===== config.mk =====
export PLATFORM = sky130hd
export DESIGN_NAME = jt89_ctrl
export DESIGN_NICKNAME = d
export VERILOG_FILES = /design/src/rtl/jt89_pkg.sv /design/src/rtl/jt89_ctrl_div.sv /design/src/rtl/jt89_ctrl.sv
export SDC_FILE = /design/constraint.sdc
export NUM_CORES = 1
export LEC_CHECK = 0
export BUFFER_PORTS_ARGS = -buffer_cell sky130_fd_sc_hd__buf_4
export CORE_ASPECT_RATIO = 1.1
export CORE_UTILIZATION = 57
export DETAILED_ROUTE_END_ITERATION = 7
export GPL_TIMING_DRIVEN = 0
export PLACE_DENSITY = 0.84
export SYNTH_ARGS = -nofsm -noshare
export SYNTH_HDL_FRONTEND = slang
export SYNTH_SLANG_ARGS = --single-unit

===== constraint.sdc =====
create_clock -name clk -period 4.26 [get_ports clk]
set_clock_uncertainty 0.1 [all_clocks]
set_input_delay 0.852 -clock clk [delete_from_list [all_inputs] [get_ports clk]]
set_output_delay 0.852 -clock clk [all_outputs]
set_load 0.01 [all_outputs]

===== src/rtl/jt89_pkg.sv =====
// Shared constants and types for the JT89 control block.
package jt89_pkg;

  // Register select encodings carried by the latch byte din[6:4]
  localparam logic [2:0] SEL_TONE0 = 3'd0;
  localparam logic [2:0] SEL_VOL0  = 3'd1;
  localparam logic [2:0] SEL_TONE1 = 3'd2;
  localparam logic [2:0] SEL_VOL1  = 3'd3;
  localparam logic [2:0] SEL_TONE2 = 3'd4;
  localparam logic [2:0] SEL_VOL2  = 3'd5;
  localparam logic [2:0] SEL_NOISE = 3'd6;
  localparam logic [2:0] SEL_VOL3  = 3'd7;

  localparam int         BUSY_CYCLES = 32;
  localparam int         CLK_DIV     = 16;
  localparam int         BCNT_W      = $clog2(BUSY_CYCLES);
  localparam int         DCNT_W      = $clog2(CLK_DIV);
  localparam logic [3:0] VOL_SILENT  = 4'hF;

  typedef enum logic {ST_IDLE, ST_BUSY} busy_st_e;

  // Even selects are tone periods, except 6 which is the noise control
  function automatic logic is_tone(input logic [2:0] s);
    return (s[0] == 1'b0) && (s != SEL_NOISE);
  endfunction

endpackage


===== src/rtl/jt89_ctrl_div.sv =====
// Free-running divide-by-CLK_DIV of clk_en producing the channel clock enable.
module jt89_ctrl_div
  import jt89_pkg::*;
(
  input  logic clk,
  input  logic rst,
  input  logic clk_en,
  output logic div_en
);

  logic [DCNT_W-1:0] dcnt;

  // Count clk_en; flag the wrap one clk later as a registered pulse
  always_ff @(posedge clk) begin
    if (rst) begin
      dcnt   <= '0;
      div_en <= 1'b0;
    end else begin
      div_en <= clk_en && (dcnt == DCNT_W'(CLK_DIV - 1));
      if (clk_en) dcnt <= dcnt + 1'b1;
    end
  end

endmodule


===== src/rtl/jt89_ctrl.sv =====
// JT89 register file, CPU write decode and write-busy emulation.
module jt89_ctrl
  import jt89_pkg::*;
(
  input  logic       clk,
  input  logic       rst,
  input  logic       clk_en,
  input  logic [7:0] din,
  input  logic       wr_n,
  output logic       ready,
  output logic [9:0] tone0,
  output logic [9:0] tone1,
  output logic [9:0] tone2,
  output logic [3:0] vol0,
  output logic [3:0] vol1,
  output logic [3:0] vol2,
  output logic [3:0] vol3,
  output logic [2:0] ctrl3,
  output logic       noise_clr,
  output logic       div_en
);

  busy_st_e          st, st_nxt;
  logic [BCNT_W-1:0] bcnt;
  logic              wr_n_l;
  logic              capture;
  logic [2:0]        sel, tgt;
  logic [1:0]        idx;
  logic [2:0][9:0]   tone;
  logic [3:0][3:0]   vol;

  // Latch bytes address themselves; data bytes go to the last latched select.
  // Tone and volume selects share the upper two bits as channel index.
  assign capture = !wr_n && wr_n_l && (st == ST_IDLE);
  assign tgt     = din[7] ? din[6:4] : sel;
  assign idx     = tgt[2:1];
  assign ready   = (st == ST_IDLE);

  // Busy FSM next state: 32 clk_en after a capture before accepting again
  always_comb begin
    st_nxt = st;
    case (st)
      ST_IDLE: if (capture) st_nxt = ST_BUSY;
      ST_BUSY: if (clk_en && bcnt == BCNT_W'(BUSY_CYCLES - 1)) st_nxt = ST_IDLE;
      default: st_nxt = ST_IDLE;
    endcase
  end

  // Busy state, busy counter and write strobe history
  always_ff @(posedge clk) begin
    if (rst) begin
      st     <= ST_IDLE;
      bcnt   <= '0;
      wr_n_l <= 1'b1;
    end else begin
      st     <= st_nxt;
      wr_n_l <= wr_n;
      if (capture)                      bcnt <= '0;
      else if (st == ST_BUSY && clk_en) bcnt <= bcnt + 1'b1;
    end
  end

  // Register file update on an accepted write
  always_ff @(posedge clk) begin
    if (rst) begin
      sel       <= '0;
      tone      <= '0;
      vol       <= {4{VOL_SILENT}};
      ctrl3     <= '0;
      noise_clr <= 1'b0;
    end else begin
      noise_clr <= 1'b0;
      if (capture) begin
        if (din[7]) sel <= din[6:4];
        if (is_tone(tgt)) begin
          for (int i = 0; i < 3; i++) begin
            if (idx == 2'(i)) begin
              if (din[7]) tone[i][3:0] <= din[3:0];
              else        tone[i][9:4] <= din[5:0];
            end
          end
        end else if (tgt == SEL_NOISE) begin
          ctrl3     <= din[2:0];
          noise_clr <= 1'b1;
        end else begin
          vol[idx] <= din[3:0];
        end
      end
    end
  end

  assign tone0 = tone[0];
  assign tone1 = tone[1];
  assign tone2 = tone[2];
  assign vol0  = vol[0];
  assign vol1  = vol[1];
  assign vol2  = vol[2];
  assign vol3  = vol[3];

  jt89_ctrl_div u_div (
    .clk    (clk),
    .rst    (rst),
    .clk_en (clk_en),
    .div_en (div_en)
  );

endmodule


==> summary.txt <==
Status
  • Outcome: complete, no violations

Final layout
  • Area growth from synthesis to layout: 26.2%
  • Register Area: about 1300 µm²
  • Area of the multi-input gates: ~1300 µm²
  • # diodes: 0
  • Share of layout cells above drive strength 1: around a quarter
  • Fill cell count: roughly 360
  • Net count, final: around 370

Setup path
  • CP max stage delay: 0.70 ns
  • CP Max Fanout: 10
  • Crit path kind: in -> reg
  • Delay-heaviest family, CP: simple AND/OR/NAND/NOR gates
  • Slowest CP cell: or4b_2
  • Crit start category: primary input
  • Crit path required time: ~4.4 ns
  • Buffers & Inverters on Critical Path: 2
  • Critical Path, Cell by Cell: buf_2 > buf_2 > or4b_2 > o21ai_0 > a21oi_1
  • Critical Path Most Common Cell: buf_2
  • Critical Path AT: approximately 2.2 ns
  • Type of destination of the critical path: register

Clocking
  • CTS buffer count: 9
  • Post-CTS setup buffers: 0
  • Worst-Skew Late Latency: 0.34 ns
  • Post-cts resize count: 0
  • Clock root cell: clkbuf_8
  • CTS sink cnt: 65
  • CTS tree: done
  • H-tree lvl count: 3
  • Max Buffers Root-to-Sink: 2
  • Hold-fix buffers, CTS: 0
  • Clock-pin slew on the worst setup and hold paths: ~0.06 ns

Route
  • Total number of vias: 2346
  • Detailed Routing Iterations Pass 1: 4
  • First-iteration detailed-routing DRC count: 206
  • Drt drc: 0
  • Drt wl/cell: 14.9 µm
  • Aggregate routed wire length: 6230 µm
  • Vias per inst: 5.61
  • Antenna Violating Nets Remaining: 0

Timing
  • Period utilization: roughly half
  • Max Slew Vio Count: 0
  • Slew Limit Headroom: 44.6%
  • Fmax: 481 MHz
  • Fin crit period: 2.08 ns
  • Unrepaired setup endpoints after global routing: no
  • Final hold viol count: 0
  • Hold_ws: between 0.3 and 0.4 ns
  • Setup tns final: 0 ns
  • Final setup viols: 0
  • Least-Margin Pin Slew: just over 0.8 ns

GRT
  • Tot GR Track Use: a little over a quarter
  • Largest net degree at the start of global routing: 11
  • Number of global-route vias before repair: around 2100
  • Global route overflow: 0
  • Initial antenna violation count: 0
  • First-pass GRT wire length: 10000 µm

Logic synthesis
  • Mapped Area: between 2000 and 3000 µm²
  • Sequential area share after synthesis: a little under half
  • Syn avg cell area: 9.53 µm²
  • Post-synthesis cell type count: 41
  • Ys async rst share: 0%
  • Seq cells post-synth: 65
  • Cells after Synth: ~290
  • Yosys warning count: 0
  • EDFF count, synth: 0
  • Ys flop type: dfxtp_1
  • Synth Net Count: between 300 and 400

Pwr
  • Max rail drop VDD: 0.283 mV
  • Leak: between 0.001 and 0.0015 µW
  • PD cells: ~370 nW/µm²

Place
  • Final GP Congestion: between 0.7 and 0.8
  • I/O Buffers: 60
  • HPWL Detailed: between 4000 and 5000 µm

Die
  • Initial Util: 59.2%
  • Die Wd: about 68 µm
  • Full die area: 5080 µm²
  • # IOs: 64
  • # rows: 26
  • Core Region: ~4600 µm²
  • Die H: between 70 and 80 µm

Run
  • Max Cap Violations: 0

Min path
  • Hold Path Class: reg -> reg
[cell type report]
type	instances	share of cell area [%]
plain buffers	22	3.01
well taps	56	2.03
flip-flops and latches	65	37.7
clock inverters	3	1.16
inverters	1	0.109
multi-input cells	199	38.4
clock buffers	12	4.50
repair buffers	60	13.1
[power breakdown]
part | total, µW | internal (µW) | switching [µW]
clock network | 526 | 297 | 229
logic | 135 | 51.7 | 83.7
registers | 629 | 621 | 7.19
[cells in the final DEF, fill, tap and decap left out, types with 2 or more instances in the layout]
| cell type | synthesis | layout |
|---|---|---|
| nand3b_1 | 3 | 3 |
| mux2i_1 | 29 | 29 |
| clkbuf_8 | 0 | 11 |
| nand2_1 | 5 | 5 |
| nor4b_2 | 2 | 2 |
| nor2_1 | 33 | 33 |
| nand2b_1 | 15 | 15 |
| o21ai_1 | 2 | 2 |
| a211oi_4 | 2 | 2 |
| nand3_1 | 27 | 27 |
| buf_2 | 4 | 4 |
| nor3b_1 | 2 | 2 |
| mux2_2 | 2 | 2 |
| o21ai_0 | 21 | 21 |
| and3_1 | 2 | 2 |
| nand4_1 | 2 | 2 |
| dfxtp_1 | 65 | 65 |
| a211oi_1 | 2 | 2 |
| clkbuf_1 | 15 | 16 |
| buf_6 | 2 | 2 |
| xor2_1 | 4 | 4 |
| buf_4 | 0 | 60 |
| clkinv_2 | 0 | 2 |
| ha_1 | 3 | 3 |
| a21oi_1 | 26 | 26 |
[kinds of logic after synthesis]
kind of cell / count (synthesis) / share of synthesized area, %
AO/OA/AOI/OAI: 54 / 11.3
XOR/XNOR: 5 / 1.60
buffers and inverters: 23 / 3.93
AND/OR/NAND/NOR: 105 / 22.3
multiplexers: 32 / 11.9
adder cells (fa/ha/maj): 3 / 1.37
flip-flops: 65 / 47.6
[final timing paths]
kind | slack (ns) | cells past startpoint | to | start
worst max-delay path | 2.18 | 5 | tone1[5] | din[7]
worst min-delay path | 0.38 | 2 | tone2[5] | tone2[5]
worst max register to register | 2.39 | 5 | vol1[1] | st
worst min register to register | 0.38 | 2 | tone2[5] | tone2[5]
[metal layers]
metal / track usage, % / wire [µm] / vias to the layer above
met5: 0 / 0 / -
met4: 12.0 / 94 / 0
met3: 5.15 / 372 / 9
met2: 42.9 / 3000 / 81
met1: 35.3 / 2760 / 1105
li1: - / - / 1151
[synthesized netlist by cell type, types with 3 or more instances]
library cell | instances | share of area (%)
clkbuf_1 | 15 | 2.1
dfxtp_1 | 65 | 48
nor2_1 | 33 | 4.5
xor2_1 | 4 | 1.3
a21oi_1 | 26 | 4.8
nand2_1 | 5 | 0.69
mux2i_1 | 29 | 11
o21ai_0 | 21 | 3.8
nand3_1 | 27 | 4.9
nand2b_1 | 15 | 3.4
buf_2 | 4 | 0.73
nand3b_1 | 3 | 0.82
ha_1 | 3 | 1.4
[registers in the layout, indices dropped and copies added, names as in the netlist, 5 cells and up]
signal,cells
tone0,10
tone1,10
tone2,10
bcnt,5
[tightest hold or removal path, cell delays in order (launching register included)]
cell and delay (ns):
dfxtp_1 0.31, o21ai_0 0.06, a21oi_1 0.06
[per-stage QoR]
step	util, %	setup WS [ns]	area (µm²)	total power, µW	std cells
CTS	74.7	2.18	3450	1290	418
global route	74.7	2.06	3450	1330	418
detailed placement	70.5	1.84	3260	776	403
finish	74.7	2.18	3450	1290	418
global placement	70.5	1.86	3260	773	403
floorplan	-	1.96	2740	730	287
(Power assumes the default switching activity.)
